===== src/rtl/uart_reg_master.sv =====
// Register-bus initiator for the UART register file: enables the UART, polls CON, moves bytes between RXD/TXD and two valid/ready byte streams.
// Optional loopback: define UART_ECHO_EN to copy each received byte into the tx holding register when it is empty.
module uart_reg_master #(
   parameter logic [31:0] BASE_ADDR  = 32'h4000_0000,
   parameter int unsigned POLL_GAP   = 4,
   parameter logic [19:0] TX_TIMEOUT = 20'd200000
) (
   input  logic        clk,
   input  logic        reset,
   output logic        rd,
   output logic        wr,
   output logic [31:0] addr,
   output logic [31:0] wdata,
   input  logic [31:0] rdata,
   input  logic [7:0]  tx_data,
   input  logic        tx_valid,
   output logic        tx_ready,
   output logic [7:0]  rx_data,
   output logic        rx_valid,
   input  logic        rx_ready,
   output logic        tx_busy,
   output logic        tx_timeout
);

   localparam logic [31:0] ADDR_TXD = BASE_ADDR + 32'h18;
   localparam logic [31:0] ADDR_RXD = BASE_ADDR + 32'h1C;
   localparam logic [31:0] ADDR_CON = BASE_ADDR + 32'h20;
   localparam logic [7:0]  GAP_LAST = 8'(POLL_GAP - 1);

   typedef enum logic [2:0] {
      S_INIT, S_GAP, S_POLL, S_DECIDE, S_RD_RX, S_WR_TX, S_ACK_TX
   } state_t;

   state_t      state_q, state_d;
   logic        rd_q, rd_d, wr_q, wr_d;
   logic [31:0] addr_q, addr_d, wdata_q, wdata_d;
   logic [7:0]  gap_q, gap_d;
   logic [2:0]  con_q, con_d;      // CON[4:2]
   logic [7:0]  rx_data_q, rx_data_d;
   logic        rx_valid_q, rx_valid_d;
   logic [7:0]  hold_q, hold_d;
   logic        hold_full_q, hold_full_d;
   logic        tx_busy_q, tx_busy_d;
   logic [19:0] tmo_q, tmo_d;
   logic        tmo_flag_q, tmo_flag_d;
   logic        tx_ready_w;
   logic        unused_rdata;

   assign unused_rdata = ^{rdata[31:8], rdata[1:0]};

`ifdef UART_ECHO_EN
   // The echo load owns the holding register during the RXD read.
   assign tx_ready_w = !hold_full_q && (state_q != S_RD_RX);
`else
   assign tx_ready_w = !hold_full_q;
`endif

   always_ff @(posedge clk or negedge reset) begin
      if (!reset) begin
         state_q     <= S_INIT;
         rd_q        <= 1'b0;
         wr_q        <= 1'b0;
         addr_q      <= '0;
         wdata_q     <= '0;
         gap_q       <= '0;
         con_q       <= '0;
         rx_data_q   <= '0;
         rx_valid_q  <= 1'b0;
         hold_q      <= '0;
         hold_full_q <= 1'b0;
         tx_busy_q   <= 1'b0;
         tmo_q       <= '0;
         tmo_flag_q  <= 1'b0;
      end else begin
         state_q     <= state_d;
         rd_q        <= rd_d;
         wr_q        <= wr_d;
         addr_q      <= addr_d;
         wdata_q     <= wdata_d;
         gap_q       <= gap_d;
         con_q       <= con_d;
         rx_data_q   <= rx_data_d;
         rx_valid_q  <= rx_valid_d;
         hold_q      <= hold_d;
         hold_full_q <= hold_full_d;
         tx_busy_q   <= tx_busy_d;
         tmo_q       <= tmo_d;
         tmo_flag_q  <= tmo_flag_d;
      end
   end

   always_comb begin
      state_d     = state_q;
      rd_d        = 1'b0;
      wr_d        = 1'b0;
      addr_d      = addr_q;
      wdata_d     = wdata_q;
      gap_d       = '0;
      con_d       = con_q;
      rx_data_d   = rx_data_q;
      rx_valid_d  = rx_valid_q;
      hold_d      = hold_q;
      hold_full_d = hold_full_q;
      tx_busy_d   = tx_busy_q;
      tmo_d       = tmo_q;
      tmo_flag_d  = tmo_flag_q;

      if (rx_valid_q && rx_ready) rx_valid_d = 1'b0;
      if (tx_valid && tx_ready_w) begin
         hold_d      = tx_data;
         hold_full_d = 1'b1;
      end
      if (tx_busy_q) begin
         if (tmo_q == TX_TIMEOUT - 20'd1) begin
            tmo_flag_d = 1'b1;
            tx_busy_d  = 1'b0;
         end else begin
            tmo_d = tmo_q + 20'd1;
         end
      end

      case (state_q)
         // INIT holds one extra cycle after reset so its write strobe can be registered.
         S_INIT:   if (wr_q) state_d = S_GAP;
         S_GAP: begin
            gap_d = gap_q + 8'd1;
            if (gap_q == GAP_LAST) state_d = S_POLL;
         end
         S_POLL: begin
            con_d   = rdata[4:2];
            state_d = S_DECIDE;
         end
         S_DECIDE: begin
            if (con_q[1] && !rx_valid_q)                  state_d = S_RD_RX;
            else if (tx_busy_q && con_q[0] && !con_q[2])  state_d = S_ACK_TX;
            else if (hold_full_q && !tx_busy_q)           state_d = S_WR_TX;
            else                                          state_d = S_GAP;
         end
         S_RD_RX: begin
            rx_data_d  = rdata[7:0];
            rx_valid_d = 1'b1;
`ifdef UART_ECHO_EN
            if (!hold_full_q) begin
               hold_d      = rdata[7:0];
               hold_full_d = 1'b1;
            end
`endif
            state_d = S_GAP;
         end
         S_WR_TX: begin
            hold_full_d = 1'b0;
            tx_busy_d   = 1'b1;
            tmo_d       = '0;
            state_d     = S_GAP;
         end
         S_ACK_TX: begin
            tx_busy_d = 1'b0;
            state_d   = S_GAP;
         end
         default:  state_d = S_INIT;
      endcase

      // Bus strobes are registered from the state being entered.
      case (state_d)
         S_INIT:   begin wr_d = 1'b1; addr_d = ADDR_CON; wdata_d = 32'h3; end
         S_POLL:   begin rd_d = 1'b1; addr_d = ADDR_CON; end
         S_RD_RX:  begin rd_d = 1'b1; addr_d = ADDR_RXD; end
         S_WR_TX:  begin wr_d = 1'b1; addr_d = ADDR_TXD; wdata_d = {24'b0, hold_q}; end
         S_ACK_TX: begin rd_d = 1'b1; addr_d = ADDR_TXD; end
         default:  ;
      endcase
   end

   assign rd         = rd_q;
   assign wr         = wr_q;
   assign addr       = addr_q;
   assign wdata      = wdata_q;
   assign tx_ready   = tx_ready_w;
   assign rx_data    = rx_data_q;
   assign rx_valid   = rx_valid_q;
   assign tx_busy    = tx_busy_q;
   assign tx_timeout = tmo_flag_q;

endmodule


===== config.mk =====
export PLATFORM = sky130hd
export DESIGN_NAME = uart_reg_master
export DESIGN_NICKNAME = d
export VERILOG_FILES = /design/src/rtl/uart_reg_master.sv
export SDC_FILE = /design/constraint.sdc
export NUM_CORES = 1
export LEC_CHECK = 0
export BUFFER_PORTS_ARGS = -buffer_cell sky130_fd_sc_hd__buf_2
export CAP_MARGIN = 20
export CORE_ASPECT_RATIO = 0.9
export CORE_MARGIN = 2
export CORE_UTILIZATION = 47
export CTS_BUF_LIST = sky130_fd_sc_hd__clkbuf_8
export CTS_CLUSTER_SIZE = 16
export DETAILED_ROUTE_END_ITERATION = 8
export GPL_TIMING_DRIVEN = 0
export HOLD_SLACK_MARGIN = 0.03
export PLACE_DENSITY = 0.79
export SLEW_MARGIN = 40
export SYNTH_ARGS = -nofsm -noshare
export SYNTH_HDL_FRONTEND = slang
export SYNTH_SLANG_ARGS = --single-unit

===== constraint.sdc =====
create_clock -name clk -period 1.71 [get_ports clk]
set_input_delay 0.342 -clock clk [delete_from_list [all_inputs] [get_ports clk]]
set_output_delay 0.342 -clock clk [all_outputs]
set_load 0.02 [all_outputs]

* Yosys cells after proc, flatten, opt, wreduce, memory -nomap -nowiden *
Index checks and enable logic that the tools add are counted.

word-level totals
  memory bits (writable) = 0
  memory bits (read-only) = 0
  memories kept = 0
  bits in registers = 120
  word-level logic and storage cells = 74
  bits in latches = 0

operators by class
  div/mod/pow operators = 0
  reductions and logical operators = 24
  bitwise operators = 0
  mux-type cells = 21
  add/sub/neg operators = 2
  $mul = 0
  shifts and indexed selects = 0
  equality and inequality tests = 13
  order comparisons = 0

operators by type and width
  kind                                             count
  one-hot mux 32 bit (3 select lines)              1
  one-hot mux 32 bit (2 select lines)              1
  two-way mux 20 bit                               3
  adder 20 x 1 -> 20 bit, second input constant    1
  == test 20 x 18 -> 1 bit, second input constant  1
  == test 3 bit, second input constant             6
  two-way mux 3 bit                                5
  one-hot mux 3 bit (5 select lines)               1
  == test 3 x 2 -> 1 bit, second input constant    3
  adder 8 x 1 -> 8 bit, second input constant      1
  == test 8 x 2 -> 1 bit, second input constant    1
  two-way mux 1 bit                                8
  two-way mux 8 bit                                1
  nonzero test 2 bit                               4
  logical AND 1 bit                                6
  logical NOT 3 bit                                2
  OR reduction 2 bit                               3
  OR reduction 3 bit                               2
  logical NOT 1 bit                                4
  AND reduction 2 bit                              2
  == test 3 x 1 -> 1 bit, second input constant    1
  nonzero test 3 bit                               1
  != test 2 x 1 -> 1 bit, second input constant    1
  one-hot mux 1 bit (2 select lines)               1

* Logic depth before layout (Yosys ltp) *
Gate-level depths: netlist (run 1).

  depth in word-level cells = 9
  mapped depth = 7
  gate-level depth less buffers = 6

* Least setup slack after synthesis (run 1) *
No wires, ideal clock.

  kind = register to register
  start = reg rx_valid_q, in the netlist rx_valid
  end = reg wdata_q[2], in the netlist wdata[2]
  arrival = 1740 ps
  setup slack = -151 ps
  buffers on the path = 1
  cell stages (with the launch flop) = 7
  required time = 1589 ps
  setup time = 121 ps
  cells stage by stage = dfrtp_1 -> nand2b_1 -> a311oi_4 -> o21ai_2 -> a32o_1 -> buf_6 -> a22o_1

between the ends
  word-level cells in the longest chain between the ends = 6
  elaborated cells between the ends (all ways) = 8
  classes of those cells = eq/ne (1); mux (3); reduce/logical (4)

RTL lines
  element                                                                           line  source
  start, declared                                                                   40    logic rx_valid_q, rx_valid_d;
  start signal, assigned                                                            83    rx_valid_q <= rx_valid_d;
  logical NOT 1 bit (*)                                                             134   if (con_q[1] && !rx_valid_q) state_d = S_RD_RX;
  logical AND 1 bit (*)                                                             134
  two-way mux 3 bit (*)                                                             134
  one-hot mux 3 bit (5 select lines) (*)                                            122   case (state_q)
  == test 3 bit / logical NOT 3 bit (equally long branches)                         164   case (state_d)
  one-hot mux 32 bit (2 select lines) / nonzero test 2 bit (equally long branches)  --
  end signal, assigned                                                              79    wdata_q <= wdata_d;
  end, declared                                                                     36    logic [31:0] addr_q, addr_d, wdata_q, wdata_d;

Every way passes the cells marked *; elsewhere a longest branch is shown, timed or not. The select of a mux whose other input is x is not followed.
A chain may end at the register's enable or synchronous reset.

* Worst setup path after layout (run 1) *
  start = reg tmo_q[9]
  end = reg tmo_q[1]

between the ends
  word-level cells in the longest chain between the ends = 3

RTL lines
  element                                  line  source
  start, declared                          44    logic [19:0] tmo_q, tmo_d;
  start signal, assigned                   87    tmo_q <= tmo_d;
  == test 20 x 18 -> 1 bit                 114   if (tmo_q == TX_TIMEOUT - 20'd1) begin
  != test 2 x 1 -> 1 bit (no source line)  --
  AND reduction 2 bit (no source line)     --

No other way between the ends.

==> flow_metrics.env, run 1 <==
export IMPL_outcome="finished, violations left"
export IMPL_failed_checks="setup timing"
export IMPL_grt_max_degree=47
export IMPL_dpl_hpwl_mm=4.53
export IMPL_async_flop_share_pct=100
export IMPL_clock_sinks=68
export IMPL_pre_cts_ws_ps=-249
export IMPL_regArea_mm2=0.00171
export IMPL_syn_to_final_growth_pct=34.0
export IMPL_rsz0062_at_grt="yes"
export IMPL_die_h_um=84.9
export IMPL_nNetsFinal=505
export IMPL_intPower_mw=4.00
export IMPL_worstPathMaxFanout=7
export IMPL_p_per_area_mw_per_mm2=1390
export IMPL_synth_cell_type_count=43
export IMPL_postRouteAntennaNets=0
export IMPL_placedCellCount=511
export IMPL_cap_viol_max_count=0
export IMPL_gp_congestion=0.808
export IMPL_htree_levels=3
export IMPL_syn_area_mm2=0.00342
export IMPL_grt_overflow_total=0
export IMPL_drive_gt1_share_pct=43.1
export IMPL_drt_wirelength_per_cell_um=12.9
export IMPL_antenna_cells=0
export IMPL_ir_worst_vdd_mv=1.38
export IMPL_clk_pin_slew_ps=80
export IMPL_power_frac_seq_pct=37.5
export IMPL_die_x_um=93.9
export IMPL_yosysSeqAreaShare_pct=49.8
export IMPL_grt_pass1_vias=2479
export IMPL_min_period_ps=1830
export IMPL_p_clk_share_pct=21.7
export IMPL_synth_avg_cell_area_um2=10.6
export IMPL_synthFlopType="dfrtp_1"
export IMPL_die_area_mm2=0.00797
export IMPL_end_kind="register"
export IMPL_crit_start="tmo_q[9]"
export IMPL_drc=0
export IMPL_synth_seq_cells=68
export IMPL_synth_edf_count=0
export IMPL_antenna_found_initial=0
export IMPL_fmax_mhz=547
export IMPL_num_fill_cells=492
export IMPL_hp_start="tx_data[0]"
export IMPL_final_setup_tns_ps=-517
export IMPL_fin_area_mm2=0.00458
export IMPL_vias_per_cell=4.79
export IMPL_critPathArrivalTime_ps=2050
export IMPL_grt_pass1_wl_mm=11.6
export IMPL_num_vias=2670
export IMPL_start_kind="register"
export IMPL_fin_skew_ps=13.9
export IMPL_worstPathRequired_ps=1930
export IMPL_io_pins=122
export IMPL_cts_buffer_depth=2
export IMPL_syn_inst=321
export IMPL_hold_viol_final=0
export IMPL_hold_path_class="in2reg"
export IMPL_timing_final_ws_setup_ps=-119
export IMPL_r2r_start="tmo_q[9]"
export IMPL_drt_total_wl_mm=7.19
export IMPL_p_sw_mw=2.35
export IMPL_drv_slew=0
export IMPL_critPathKind="reg2reg"
export IMPL_finalSetupViolCount=12
export IMPL_rows=29
export IMPL_cts_root_buf="clkbuf_8"
export IMPL_synth_warnings=0
export IMPL_cts_made_buffers=9
export IMPL_leakage_nw=2.39
export IMPL_cts_tree="done"
export IMPL_clk_latency_ps=350
export IMPL_portBuffers=46
export IMPL_place_area_mm2=0.00400
export IMPL_switching_share_pct=37.0
export IMPL_combinationalPowerShare_pct=40.8
export IMPL_drtIter0Drc=243
export IMPL_multi_input_area_mm2=0.00156
export IMPL_min_period_over_period_pct=107
export IMPL_grtUsageTotal_pct=18.3
export IMPL_coreArea_mm2=0.00704
export IMPL_fin_cells=557
export IMPL_start_util_pct=48.6
export IMPL_dr_pass1_iters=4
[kinds of logic (layout without fill, tap and decap cells)]
logic type	count (synthesis)	count (layout)	synth area share [%]
other	1	51	0.110
adders and majority gates	2	2	0.732
xor gates and xnor gates	22	22	5.64
buffers and inverters	70	162	13.8
and+or+nand+nor	104	104	15.7
DFF	68	68	49.8
muxes	20	20	6.55
AOI/OAI and AO/OA	34	35	7.65
[sequential cells by signal, summed over array words and instances, names as in the netlist]
register	flops
con_q	3
rx_valid	1
rx_data	8
tx_busy	1
hold_full_q	1
state_q	3
wr	1
wdata	8
gap_q	8
rd	1
addr	4
tx_timeout	1
hold_q	8
tmo_q	20
[area by class of cell]
cell class | count | area share [%]
clock buffers | 11 | 3.31
plain buffers | 59 | 9.62
multi-input cells | 234 | 34.0
repair buffers | 77 | 11.1
well taps | 93 | 2.54
inverters | 10 | 0.820
clock inverters | 5 | 1.28
flip-flops and latches | 68 | 37.3
[power by group through the flow]
| stage | combinational, mW | sequential, mW | clock (mW) |
|---|---|---|---|
| floorplan | 1.33 | 2.61 | 0 |
| global placement | 2.02 | 2.41 | 0 |
| detailed placement | 2.07 | 2.43 | 0 |
| CTS | 2.40 | 2.37 | 1.38 |
| global route | 2.79 | 2.45 | 1.46 |
| finish | 2.59 | 2.38 | 1.37 |
[path summary, 6_finish.rpt]
kind                                   end  slack, ps  depth (start not counted)
worst max-delay path              tmo_q[1]       -120                          6
worst min-delay path             hold_q[0]        220                          2
worst max register to register    tmo_q[1]       -120                          6
worst min register to register  tx_timeout        470                          2
max in group asynchronous          tx_busy        700                          3
min in group asynchronous        tmo_q[14]        450                          2
[stage by stage]
stage | hold WS, ps | total power [mW] | util [%]
detailed placement | 266 | 4.50 | 56.8
global route | 217 | 6.70 | 65.1
global placement | 453 | 4.43 | 56.4
floorplan | 46.4 | 3.94 | -
CTS | 222 | 6.14 | 63.5
finish | 224 | 6.35 | 65.1
[worst max-delay path: stages, from the launching register on]
cell and delay [ps]:
dfrtp_1 420, nor4b_2 320, nand4_1 230, buf_4 210
o21ai_4 240, mux2i_1 230, nor2_1 60
[repair_timing]
item / CTS / global route
pin swaps: 14 / 13
resized for setup: 22 / 16
setup endpoints to repair: 37 / 35
buffers inserted: 21 / 7
endpoints found under the hold margin: 22 / 0
hold buffers: 1 / 0
gates cloned: 1 / 1
[Yosys cell counts (all sizes together), types with 3 or more instances]
cell / count / area share, %
a22o: 6 / 1.5
nor2b: 3 / 0.55
nand3: 16 / 2.3
xor2: 20 / 5.1
a21o: 3 / 0.66
or2: 3 / 0.55
nor3: 5 / 0.88
nand2: 12 / 1.3
buf: 56 / 12
dfrtp: 68 / 50
inv: 10 / 1.1
mux2: 19 / 6.3
and3: 7 / 1.3
clkbuf: 4 / 0.44
nor4: 3 / 0.55
a21oi: 8 / 1.2
o211ai: 3 / 0.66
o21ai: 6 / 1.1
nor2: 35 / 3.8
nand4: 7 / 1.3
[placed cells by master (no fill, tap or decap), drive strengths merged, types with 5 or more instances in the layout]
| cell | count |
|---|---|
| buf | 130 |
| nand3 | 16 |
| o21ai | 6 |
| mux2 | 19 |
| dfrtp | 68 |
| nand2 | 12 |
| inv | 11 |
| conb | 51 |
| a21oi | 8 |
| nor2 | 35 |
| and3 | 7 |
| clkbuf | 16 |
| nand4 | 7 |
| nor3 | 5 |
| a22o | 6 |
| xor2 | 20 |
[layer usage]
layer,GRT usage (%),routed length [um]
met5,0,0
met4,5.53,96
met3,5.06,519
met2,29.4,3300
met1,24.3,3270
(Power assumes the default switching activity.)
==> inputs of run 2 (changes only) <==
--- a/config.mk
+++ b/config.mk
@@ -16,6 +16,7 @@
 export GPL_TIMING_DRIVEN = 0
 export HOLD_SLACK_MARGIN = 0.03
 export PLACE_DENSITY = 0.79
+export REMOVE_ABC_BUFFERS = 1
 export SLEW_MARGIN = 40
 export SYNTH_ARGS = -nofsm -noshare
 export SYNTH_HDL_FRONTEND = slang
==> flow_metrics.env, run 2 (same netlist as run 1, synthesis figures left out) <==
export IMPL_leakage_nw=2.11
export IMPL_p_per_area_mw_per_mm2=1530
export IMPL_drtIter0Drc=124
export IMPL_drt_wirelength_per_cell_um=15.1
export IMPL_clk_latency_ps=350
export IMPL_cap_viol_max_count=0
export IMPL_htree_levels=3
export IMPL_num_vias=2620
export IMPL_coreArea_mm2=0.00704
export IMPL_worstPathRequired_ps=1950
export IMPL_cts_made_buffers=9
export IMPL_fin_skew_ps=5.37
export IMPL_place_area_mm2=0.00354
export IMPL_ir_worst_vdd_mv=1.12
export IMPL_rows=29
export IMPL_failed_checks="setup timing"
export IMPL_min_period_over_period_pct=106
export IMPL_tightestPinTransition_ps=722
export IMPL_postRouteAntennaNets=0
export IMPL_drive_gt1_share_pct=36.6
export IMPL_grt_overflow_total=0
export IMPL_grtUsageTotal_pct=18.1
export IMPL_pre_cts_ws_ps=-446
export IMPL_rsz0062_at_grt="yes"
export IMPL_nNetsFinal=454
export IMPL_grt_pass1_vias=2299
export IMPL_cts_buffer_depth=2
export IMPL_layout_common_cells="dfrtp_1 (62), conb_1 (51), buf_2 (45), buf_4 (36), nor2_1 (34)"
export IMPL_outcome="finished, violations left"
export IMPL_drc=0
export IMPL_worstPathMaxFanout=5
export IMPL_cts_tree="done"
export IMPL_hold_viol_final=0
export IMPL_timing_final_ws_setup_ps=-105
export IMPL_drt_total_wl_mm=7.64
export IMPL_die_h_um=84.9
export IMPL_grt_max_degree=38
export IMPL_start_util_pct=48.6
export IMPL_die_x_um=93.9
export IMPL_hold_path_class="in2reg"
export IMPL_antenna_found_initial=0
export IMPL_top_register="tmo_q"
export IMPL_critPathKind="reg2reg"
export IMPL_final_common_cell="dfrtp_1"
export IMPL_antenna_cells=0
export IMPL_die_area_mm2=0.00797
export IMPL_portBuffers=46
export IMPL_critPathArrivalTime_ps=2050
export IMPL_max_slew_margin_rel_pct=51.7
export IMPL_min_period_ps=1810
export IMPL_fin_area_mm2=0.00420
export IMPL_drv_slew=0
export IMPL_start_kind="register"
export IMPL_vias_per_cell=5.18
export IMPL_fmax_mhz=551
export IMPL_io_pins=122
export IMPL_cts_root_buf="clkbuf_8"
export IMPL_clk_pin_slew_ps=70
export IMPL_largest_reg_flops=20
export IMPL_end_kind="register"
export IMPL_finalSetupViolCount=14
export IMPL_dr_pass1_iters=4
export IMPL_gp_congestion=0.839
export IMPL_dpl_hpwl_mm=4.36
export IMPL_syn_to_final_growth_pct=23.0
export IMPL_grt_pass1_wl_mm=11.2
export IMPL_clock_sinks=68
## run 2: path summary, 6_finish.rpt
path / startpoint / end / slack (ps) / cells after the start
max: state_q[1] / wdata[6] / -100 / 6
min: tx_data[5] / hold_q[5] / 220 / 2
max reg2reg: state_q[1] / wdata[6] / -100 / 6
min reg2reg: tx_timeout / tx_timeout / 480 / 2
max in group asynchronous: reset / state_q[0] / 700 / 3
min in group asynchronous: reset / rx_data[5] / 470 / 2
## run 2: layout make-up
| cell class | count | area [um^2] |
|---|---|---|
| repair buffers | 85 | 548 |
| fillers | 551 | 2840 |
| multi-input cells | 234 | 1570 |
| clock inverters | 6 | 87.6 |
| flip-flops and latches | 68 | 1710 |
| clock buffers | 10 | 138 |
| inverters | 10 | 37.5 |
| well taps | 93 | 116 |
## run 2: routing by layer
metal	vias to the layer above	global-route usage (%)	wire length, um
li1	1177	-	-
met1	1296	23.1	3050
met2	131	29.4	3930
met3	16	5.33	486
met4	0	6.32	172
met5	-	0	0
## run 2: where the power goes
part / switching (mW) / internal [mW] / total (mW)
clock: 0.606 / 0.857 / 1.46
combinational: 1.39 / 1.15 / 2.54
sequential: 0.373 / 2.07 / 2.45
## run 2: per-stage QoR
| stage | hold WS, ps | std cells | utilization (%) | power, mW | setup TNS, ps |
|---|---|---|---|---|---|
| floorplan | 46.4 | 311 | - | 3.72 | -1230 |
| global placement | 447 | 450 | 50.0 | 4.20 | -12820 |
| detailed placement | 302 | 451 | 50.3 | 4.30 | -10170 |
| CTS | 210 | 491 | 57.1 | 6.17 | -816 |
| global route | 208 | 506 | 59.7 | 6.80 | -1900 |
| finish | 221 | 506 | 59.7 | 6.45 | -734 |
## run 2: worst max-delay path: stages (launching register included)
cell and delay, ps:
dfrtp_2 450, o21ba_4 210, a311oi_4 280, o21ai_2 120, buf_4 150, a32o_2 270
a22o_1 220
## run 2: repair_timing
action,CTS,global route
resized for setup,20,16
gates cloned,1,0
buffers inserted,22,15
endpoints found under the setup margin,43,40
pin swaps,15,15
hold buffers,1,0
hold endpoints to repair,31,0
==> inputs of run 3 (changes only) <==
--- a/config.mk
+++ b/config.mk
@@ -5,11 +5,12 @@
 export SDC_FILE = /design/constraint.sdc
 export NUM_CORES = 1
 export LEC_CHECK = 0
+export ABC_AREA = 1
 export BUFFER_PORTS_ARGS = -buffer_cell sky130_fd_sc_hd__buf_2
-export CAP_MARGIN = 20
+export CAP_MARGIN = 15
 export CORE_ASPECT_RATIO = 0.9
 export CORE_MARGIN = 2
-export CORE_UTILIZATION = 47
+export CORE_UTILIZATION = 48
 export CTS_BUF_LIST = sky130_fd_sc_hd__clkbuf_8
 export CTS_CLUSTER_SIZE = 16
 export DETAILED_ROUTE_END_ITERATION = 8
@@ -17,7 +18,7 @@
 export HOLD_SLACK_MARGIN = 0.03
 export PLACE_DENSITY = 0.79
 export REMOVE_ABC_BUFFERS = 1
-export SLEW_MARGIN = 40
+export SLEW_MARGIN = 0
 export SYNTH_ARGS = -nofsm -noshare
 export SYNTH_HDL_FRONTEND = slang
 export SYNTH_SLANG_ARGS = --single-unit
==> flow_metrics.env, run 3 <==
export IMPL_outcome="finished, final reports clean"
export IMPL_synth_warnings=0
export IMPL_syn_area_mm2=0.00378
export IMPL_die_area_mm2=0.00861
export IMPL_hold_path_class="in2async"
export IMPL_synth_mux_area_share_pct=3.87
export IMPL_largest_reg_flops=20
export IMPL_dr_pass1_iters=5
export IMPL_gp_congestion=0.932
export IMPL_synthSimpleGateAreaFrac_pct=28.2
export IMPL_layout_common_cells="nand2_1 (108), dfrtp_1 (65), conb_1 (51), nand3_1 (45), buf_2 (45)"
export IMPL_grt_pass1_wl_mm=12.7
export IMPL_drt_wirelength_per_cell_um=12.7
export IMPL_fmax_mhz=608
export IMPL_max_slew_margin_rel_pct=44.3
export IMPL_finalSetupViolCount=0
export IMPL_worstPathMaxFanout=7
export IMPL_timing_final_ws_setup_ps=65.6
export IMPL_start_util_pct=49.9
export IMPL_num_fill_cells=659
export IMPL_cpPeakStageDelay_ps=420
export IMPL_postRouteAntennaNets=0
export IMPL_die_h_um=88.2
export IMPL_synth_xor_area_share_pct=2.78
export IMPL_regArea_mm2=0.00171
export IMPL_crit_slowest_cell="dfrtp_1"
export IMPL_leakage_nw=2.18
export IMPL_hold_viol_final=0
export IMPL_top_register="tmo_q"
export IMPL_drive_gt1_share_pct=23.6
export IMPL_drv_slew=0
export IMPL_yosysSeqAreaShare_pct=45.0
export IMPL_synthFlopType="dfrtp_1"
export IMPL_critPathKind="reg2reg"
export IMPL_grt_max_degree=69
export IMPL_grt_overflow_total=0
export IMPL_grtUsageTotal_pct=18.3
export IMPL_cp_cell_sequence="ha_4 > nand2_1 > nor2_2 > nand2_1 > nand2_2 > nand3_4 > buf_4 > buf_4 > nand3_1 > nand2_1"
export IMPL_crit_top_cell="nand2_1"
export IMPL_p_total_mw=6.70
export IMPL_syn_inst=451
export IMPL_htree_levels=3
export IMPL_holdBufCountCts=0
export IMPL_dpl_hpwl_mm=5.26
export IMPL_yosysTopAreaCell="dfrtp_1"
export IMPL_cts_tree="done"
export IMPL_synth_avg_cell_area_um2=8.39
export IMPL_synthTopCellsByArea="dfrtp_1 (45%), nand2_1 (11%), buf_4 (11%), nand3_1 (6.0%), nor2_1 (4.5%)"
export IMPL_nNetsFinal=563
export IMPL_tightestPinTransition_ps=835
export IMPL_critPathArrivalTime_ps=1890
export IMPL_antenna_cells=0
export IMPL_p_per_area_mw_per_mm2=1560
export IMPL_end_kind="register"
export IMPL_final_common_cell="nand2_1"
export IMPL_ir_worst_vdd_mv=1.04
export IMPL_placedCellCount=586
export IMPL_num_vias=3062
export IMPL_vias_per_cell=4.95
export IMPL_grt_pass1_vias=2815
export IMPL_coreArea_mm2=0.00758
export IMPL_synth_seq_cells=68
export IMPL_synth_fa_ha_area_share_pct=0.661
export IMPL_syn_to_final_growth_pct=13.8
export IMPL_synth_compound_area_share_pct=4.63
export IMPL_synth_edf_count=0
export IMPL_drc=0
export IMPL_multi_input_area_mm2=0.00180
export IMPL_cap_viol_max_count=0
export IMPL_cts_buffer_depth=2
export IMPL_pre_cts_ws_ps=-204
export IMPL_worstPathRequired_ps=1950
export IMPL_start_kind="register"
export IMPL_rows=30
export IMPL_yosysTopAreaCellShare_pct=45.0
export IMPL_synth_cell_type_count=33
export IMPL_die_x_um=97.6
export IMPL_drtIter0Drc=173
export IMPL_antenna_found_initial=0
export IMPL_min_period_ps=1640
export IMPL_clock_sinks=68
export IMPL_fin_skew_ps=9.53
export IMPL_io_pins=122
export IMPL_ys_top_cells_by_count="nand2_1 (109), dfrtp_1 (68), buf_4 (53), nand3_1 (45), nor2_1 (45)"
export IMPL_min_period_over_period_pct=96.2
export IMPL_fin_cells=618
export IMPL_drt_total_wl_mm=7.85
export IMPL_async_flop_share_pct=100
export IMPL_synth_top_family_by_area="simple AND/OR/NAND/NOR gates"
export IMPL_yosysMostFrequentCell="nand2_1"
export IMPL_cts_made_buffers=9
export IMPL_clk_latency_ps=350
export IMPL_cts_root_buf="clkbuf_8"
export IMPL_clk_pin_slew_ps=80
export IMPL_portBuffers=46
run 3: layout make-up:
cell class | count | share of cell area (%)
Inverter | 35 | 3.05
Multi-Input combinational cell | 343 | 41.7
Clock buffer | 9 | 2.88
Timing Repair Buffer | 60 | 8.14
Sequential cell | 68 | 39.6
Clock inverter | 7 | 1.77
Tap cell | 96 | 2.79
run 3: cells by family (layout without fill, tap and decap cells):
| family | count (synthesis) | in the layout |
|---|---|---|
| adder cells (fa/ha/maj) | 2 | 2 |
| AO/OA/AOI/OAI | 31 | 31 |
| buffers and inverters | 92 | 111 |
| other | 1 | 51 |
| AND/OR/NAND/NOR | 232 | 234 |
| multiplexers | 13 | 13 |
| XOR/XNOR | 12 | 12 |
| flip-flops | 68 | 68 |
run 3: repair_timing:
action	in CTS	in global routing
pin swaps	5	6
endpoints found under the setup margin	30	32
cloned	1	1
setup buffers	7	7
gates resized for setup	2	14
run 3: critical path, delay by kind of cell (launching register included):
| family | cells | cell delay, ps |
|---|---|---|
| flops | 1 | 420 |
| simple gates | 7 | 640 |
| fa+ha+maj | 1 | 170 |
| buf+inv | 2 | 310 |
run 3: final timing paths:
check | startpoint | end | slack [ps] | cells after the start
min reg2reg | addr[30] | addr[30] | 470 | 2
min | reset | tmo_q[7] | 70 | 1
min in group clk | rx_ready | rx_valid | 150 | 2
max in group asynchronous | reset | tmo_q[1] | 1060 | 1
max reg2reg | gap_q[1] | wdata[2] | 70 | 10
max | gap_q[1] | wdata[2] | 70 | 10
run 3: where the power goes:
part	internal [mW]	switching (mW)	leakage, nW	total (mW)
sequential	2.10	0.359	0.865	2.46
clock	0.680	0.668	0.0958	1.35
combinational	1.09	1.81	1.22	2.90
run 3: metal layers:
metal	track usage, %	part of all wire (%)	routed length, um
met5	0	0	0
met4	5.56	1.3	99
met3	6.24	7.7	603
met2	30.3	48	3790
met1	23.2	43	3360
run 3: per-stage QoR:
stage | util, % | TNS [ps] | hold slack, ps | area, um^2
final | 56.8 | 0 | 73.8 | 4300
after global routing | 56.8 | -200 | 136 | 4300
after CTS | 55.0 | 0 | 129 | 4170
after detailed placement | 51.4 | -2960 | 447 | 3890
after global placement | 51.3 | -1560 | 446 | 3890
after floorplan | - | 0 | 46.4 | 3540
